## src/rtl/pipe_adder_pkg.sv

```systemverilog
// Shared definitions for the pipelined adder: operation encoding and default sizing.
package pipe_adder_pkg;

  typedef enum logic [1:0] {
    OP_ADD  = 2'd0,
    OP_SUB  = 2'd1,
    OP_ACC  = 2'd2,
    OP_RSVD = 2'd3
  } op_e;

  localparam int DEFAULT_WIDTH  = 8;
  localparam int DEFAULT_STAGES = 2;

endpackage

```

## src/rtl/pipe_adder_stage.sv

```systemverilog
// One pipeline register slice carrying a valid bit and the {sum, carry, ovf} result.
module pipe_adder_stage
  import pipe_adder_pkg::*;
#(
  parameter int WIDTH = DEFAULT_WIDTH
) (
  input  logic             clk,
  input  logic             rstn,
  input  logic             en,
  input  logic             valid_d,
  input  logic [WIDTH-1:0] sum_d,
  input  logic             carry_d,
  input  logic             ovf_d,
  output logic             valid_q,
  output logic [WIDTH-1:0] sum_q,
  output logic             carry_q,
  output logic             ovf_q
);

  // Load the slice whenever the pipeline advances, otherwise hold it.
  always_ff @(posedge clk) begin
    if (!rstn) begin
      valid_q <= 1'b0;
      sum_q   <= '0;
      carry_q <= 1'b0;
      ovf_q   <= 1'b0;
    end else if (en) begin
      valid_q <= valid_d;
      sum_q   <= sum_d;
      carry_q <= carry_d;
      ovf_q   <= ovf_d;
    end
  end

endmodule

```

## src/rtl/pipe_adder.sv

```systemverilog
// Pipelined ADD/SUB/accumulate unit with valid/ready handshakes and a global stall.
// All arithmetic happens before the first register; later slices only delay.
module pipe_adder
  import pipe_adder_pkg::*;
#(
  parameter int WIDTH  = DEFAULT_WIDTH,
  parameter int STAGES = DEFAULT_STAGES
) (
  input  logic             clk,
  input  logic             rstn,
  input  logic             in_valid,
  output logic             in_ready,
  input  logic [1:0]       op,
  input  logic [WIDTH-1:0] a,
  input  logic [WIDTH-1:0] b,
  input  logic             cin,
  input  logic             acc_clr,
  output logic             out_valid,
  input  logic             out_ready,
  output logic [WIDTH-1:0] sum,
  output logic             carry,
  output logic             ovf
);

  logic             advance;
  logic             accept;
  op_e              op_sel;
  logic [WIDTH-1:0] acc;
  logic [WIDTH-1:0] acc_op;
  logic [WIDTH-1:0] opx;
  logic [WIDTH-1:0] opy;
  logic             c0;
  logic [WIDTH:0]   res;
  logic             res_carry;
  logic             res_ovf;

  logic             valid_q [STAGES];
  logic [WIDTH-1:0] sum_q   [STAGES];
  logic             carry_q [STAGES];
  logic             ovf_q   [STAGES];

  // The whole pipe moves together; a held output blocks every slice and the input.
  assign advance  = !out_valid || out_ready;
  assign in_ready = advance;
  assign accept   = in_valid && advance;
  assign op_sel   = op_e'(op);
  assign acc_op   = acc_clr ? '0 : acc;

  // Select operands so every operation reduces to one WIDTH+1 bit addition.
  always_comb begin
    opx = a;
    opy = b;
    c0  = cin;
    case (op_sel)
      OP_SUB: begin
        opy = ~b;
        c0  = 1'b1;
      end
      OP_ACC: begin
        opx = acc_op;
        opy = a;
        c0  = 1'b0;
      end
      default: begin
        opx = a;
        opy = b;
        c0  = cin;
      end
    endcase
    res       = {1'b0, opx} + {1'b0, opy} + {{WIDTH{1'b0}}, c0};
    res_carry = (op_sel == OP_SUB) ? ~res[WIDTH] : res[WIDTH];
    res_ovf   = (opx[WIDTH-1] == opy[WIDTH-1]) && (res[WIDTH-1] != opx[WIDTH-1]);
  end

  // Accumulator updates at acceptance so the very next ACC beat sees the new value.
  always_ff @(posedge clk) begin
    if (!rstn) begin
      acc <= '0;
    end else if (accept) begin
      if (op_sel == OP_ACC) begin
        acc <= res[WIDTH-1:0];
      end else if (acc_clr) begin
        acc <= '0;
      end
    end
  end

  for (genvar g = 0; g < STAGES; g++) begin : g_stage
    if (g == 0) begin : g_first
      pipe_adder_stage #(.WIDTH(WIDTH)) u_stage (
        .clk     (clk),
        .rstn    (rstn),
        .en      (advance),
        .valid_d (accept),
        .sum_d   (res[WIDTH-1:0]),
        .carry_d (res_carry),
        .ovf_d   (res_ovf),
        .valid_q (valid_q[g]),
        .sum_q   (sum_q[g]),
        .carry_q (carry_q[g]),
        .ovf_q   (ovf_q[g])
      );
    end else begin : g_delay
      pipe_adder_stage #(.WIDTH(WIDTH)) u_stage (
        .clk     (clk),
        .rstn    (rstn),
        .en      (advance),
        .valid_d (valid_q[g-1]),
        .sum_d   (sum_q[g-1]),
        .carry_d (carry_q[g-1]),
        .ovf_d   (ovf_q[g-1]),
        .valid_q (valid_q[g]),
        .sum_q   (sum_q[g]),
        .carry_q (carry_q[g]),
        .ovf_q   (ovf_q[g])
      );
    end
  end

  assign out_valid = valid_q[STAGES-1];
  assign sum       = sum_q[STAGES-1];
  assign carry     = carry_q[STAGES-1];
  assign ovf       = ovf_q[STAGES-1];

endmodule

```

## config.mk

```make
export PLATFORM = sky130hd
export DESIGN_NAME = pipe_adder
export DESIGN_NICKNAME = d
export VERILOG_FILES = /design/src/rtl/pipe_adder_pkg.sv /design/src/rtl/pipe_adder_stage.sv /design/src/rtl/pipe_adder.sv
export SDC_FILE = /design/constraint.sdc
export NUM_CORES = 1
export LEC_CHECK = 0
export BUFFER_PORTS_ARGS = -buffer_cell sky130_fd_sc_hd__buf_2
export CAP_MARGIN = 40
export CORE_ASPECT_RATIO = 0.6
export CORE_MARGIN = 10
export CORE_UTILIZATION = 59
export CTS_CLUSTER_SIZE = 8
export DETAILED_ROUTE_END_ITERATION = 7
export PLACE_DENSITY_LB_ADDON = 0.05
export SYNTH_ARGS = -nofsm -noshare
export SYNTH_HDL_FRONTEND = slang
export SYNTH_SLANG_ARGS = --single-unit
```

## constraint.sdc

```tcl
create_clock -name clk -period 4.47 [get_ports clk]
set_input_delay 0.2235 -clock clk [delete_from_list [all_inputs] [get_ports clk]]
set_output_delay 0.2235 -clock clk [all_outputs]
set_load 0.005 [all_outputs]
```

==> impl_metrics.csv <==
group,metric,value,unit
route,routed_wire_length_per_instance,13.7,um
cells_and_area,post_route_cells_drive_above_1_share,20.0,%
synthesis,synthMostInstantiatedCell,"nand2_1",
floorplanning,design.die.area,5960,um2
placement,portBuffers,35,
route,detail_route.first_pass.iterations,4,
power_and_ir_drop,seq_power_share,41.8,%
timing,slew_violations,0,
min_path,hold_class,"primary input to register",
timing,grt_setup_unrepaired,"false",
timing,finalSetupViolations,0,
global_routing,use_met1,18.2,%
power_and_ir_drop,sw_frac_of_total,31.5,%
synthesis,synth.cell_area,1900,um2
synthesis,synthesis.yosys.warnings,0,
floorplanning,ioPinCount,36,
critical_path,cpPeakStageDelay,0.59,ns
critical_path,slowest_stage,"ha_1",
timing,finalSetupTns,0,ns
synthesis,synth-seq-area-share,31.7,%
critical_path,path_class,"primary input to register",
cells_and_area,antennaDiodeCount,0,
route,dr_total_vias,1664,
critical_path,worstSetupStartpointType,"primary input",
run_status,run_status,"completed",
placement,routability_cong,0.840,
power_and_ir_drop,total_power,0.753,mW
timing,fin_worst_skew,0.00338,ns
cts,clock-sinks,30,
global_routing,grt_util_all_layers,13.9,%
synthesis,yosys.cell_types.count,44,
timing,min_period,3.03,ns
critical_path,crit_chain,"buf_2 > inv_1 > ha_1 > nand2_1 > nor2_1 > a21oi_1 > fa_1 > fa_1 > nand2b_2 > a21oi_4 > a31oi_2 > or4b_1 > nand3_1",
timing,timing.hold.ws,0.233,ns
synthesis,share_of_yosys_cell_area_claimed_by_the_top_area_cell_type,31.7,%
route,vias_per_std_cell,5.60,
cells_and_area,syn2layout_area_growth,10.8,%
power_and_ir_drop,pwr_per_cell_area,358,nW/um2
global_routing,grt_most_used_layer,"met2",
cts,clkSlewWorstSetupHoldPaths,0.07,ns
global_routing,remaining_global_route_overflow,0,
synthesis,synth_enable_flop_cells,0,
synthesis,ys_top_cells_by_count,"nand2_1, dfxtp_1, a21boi_0",
critical_path,critPathRequiredTime,4.70,ns
global_routing,grt.met3_usage,5.36,%
synthesis,post_synth.cell_area_avg,8.28,um2
floorplanning,core,2970,um2
synthesis,synth_area_leaders,"dfxtp_1, nand2_1, ha_1",
synthesis,yosys_most_used_dff,"dfxtp_1",
synthesis,synth_async_sr_flop_share,0,%
cts,clock_path_buffers,2,
floorplanning,start_util,64.0,%
route,wirelength,4.08,mm
global_routing,maximum_number_of_pins_on_one_net_before_global_route_repair,45,
synthesis,mappedNetlistNets,264,
cts,tritoncts.num_buffers,5,
timing,timing.final.ws_setup,1.44,ns
route,postRouteAntennaNets,0,
power_and_ir_drop,cell_internal_pwr,0.516,mW
cts,post_cts.resized_instances,0,
global_routing,first_pass_grt_wire_length,7.12,mm
timing,post_route_fraction_of_the_period_consumed_by_the_critical_path,67.9,%
global_routing,first_global_vias,1571,
cts,clockRootBuffer,"clkbuf_8",
global_routing,globalRouteMet2Util,20.9,%
critical_path,worst_path_most_repeated_cell,"fa_1",
power_and_ir_drop,standby_leakage_power,0.919,nW
power_and_ir_drop,clkPwrFrac,30.5,%
power_and_ir_drop,power.switching,0.237,mW
cells_and_area,nets,289,
floorplanning,die_h,63.9,um
power_and_ir_drop,peak_supply_drop,0.234,mV
placement,placement.setup.worst_slack,1.17,ns
timing,max_slew.worst_pin.slew,0.735,ns
synthesis,postSynthCellCount,229,
cts,clock_tree_from_tritoncts,"yes",
floorplanning,std_cell_rows,15,
synthesis,yosys_register_bits,30,
critical_path,critical_path.max_fanout,20,
cts,postCtsSetupBuffers,0,
timing,fmax,0.330,GHz
placement,place.detailed.hpwl,3.05,mm
route,dr.first_iter.drc_count,78,
critical_path,endpoint_kind,"register",
timing,timing_hold_violations_final,0,
floorplanning,die_w,93.2,um
cts,worstSkewPairLatency,0.29,ns
route,route.detailed.drc,0,
power_and_ir_drop,power_frac_comb,27.7,%
synthesis,cell_taking_the_most_area_after_synthesis,"dfxtp_1",
global_routing,antenna_found_initial,0,
cts,htreeDepth,2,
flow_run,max_cap_viol_count,0,
cts,hold_buffers,0,
timing,max_slew_margin,50.8,%
critical_path,cp.arrival,3.26,ns
-- cell usage in the layout (no fill, tap or decap), types with 6 or more instances in the layout --
cell type,instances
a21boi_0,14
a21oi_1,12
a221oi_1,7
buf_2,35
clkbuf_8,6
dfxtp_1,30
ha_1,9
inv_1,12
nand2_1,45
nand3_1,13
o2bb2ai_1,6
-- metal layers --
layer  up-vias  share of wire (%)
met3         7                6.3
li1        863                  -
met1       758                 52
met5         -                  0
met2        36                 41
met4         0                1.1
-- sequential cells by signal, indices dropped and copies added, names as in the netlist --
signal	flops
g_stage.g_first.u_stage.carry_q	1
g_stage.g_delay.u_stage.sum_q	8
g_stage.g_delay.u_stage.valid_q	1
g_stage.g_first.u_stage.sum_q	8
acc	8
g_stage.g_first.u_stage.ovf_q	1
g_stage.g_first.u_stage.valid_q	1
g_stage.g_delay.u_stage.carry_q	1
g_stage.g_delay.u_stage.ovf_q	1
-- stage by stage --
step / cells / util (%) / area [um2]
6_report: 297 / 70.9 / 2100
3_3_place_gp: 289 / 67.7 / 2010
2_1_floorplan: 229 / - / 1900
3_5_place_dp: 289 / 67.7 / 2010
5_1_grt: 297 / 70.9 / 2100
4_1_cts: 297 / 70.9 / 2100
-- area by class of cell --
type	count	area (um2)
well taps	42	52.6
clock inverters	2	12.5
flip-flops and latches	30	601
fillers	268	863
inverters	14	52.6
clock buffers	6	82.6
multi-input cells	168	1130
repair buffers	35	175
-- logic make-up (layout without fill, tap and decap cells) --
family | after synthesis | in the layout | synth area share, %
adders and majority gates | 11 | 11 | 8.05
and+or+nand+nor | 87 | 87 | 22.6
buffers and inverters | 31 | 57 | 8.97
DFF | 30 | 30 | 31.7
muxes | 5 | 5 | 2.64
AOI/OAI and AO/OA | 62 | 62 | 24.7
xor gates and xnor gates | 3 | 3 | 1.39
-- critical path: cells and delay by family --
| family | cells | cell delay (ns) |
|---|---|---|
| simple gates | 5 | 1.04 |
| compound gates | 3 | 0.38 |
| buf+inv | 2 | 0.16 |
| fa+ha+maj | 3 | 1.47 |
-- worst paths after layout --
| path | from | end | slack [ns] | depth (start not counted) |
|---|---|---|---|---|
| setup / recovery | op[0] | g_stage[0].g_first.u_stage.sum_q[6]$_SDFFE_PN0N_ | 1.44 | 13 |
| hold / removal | in_valid | g_stage[0].g_first.u_stage.valid_q$_SDFFE_PN0N_ | 0.23 | 3 |
| setup reg to reg | acc[0]$_SDFFE_PN0P_ | g_stage[0].g_first.u_stage.sum_q[6]$_SDFFE_PN0N_ | 1.85 | 10 |
| hold reg to reg | g_stage[1].g_delay.u_stage.sum_q[4]$_SDFFE_PN0N_ | g_stage[1].g_delay.u_stage.sum_q[4]$_SDFFE_PN0N_ | 0.46 | 2 |
-- power groups by stage --
stage	Combinational (mW)	Clock, mW	Sequential, mW
after floorplan	0.164	0	0.320
after global placement	0.204	0	0.321
after detailed placement	0.207	0	0.321
after CTS	0.209	0.231	0.316
after global routing	0.238	0.243	0.319
final	0.209	0.230	0.315
(Power assumes the default switching activity.)
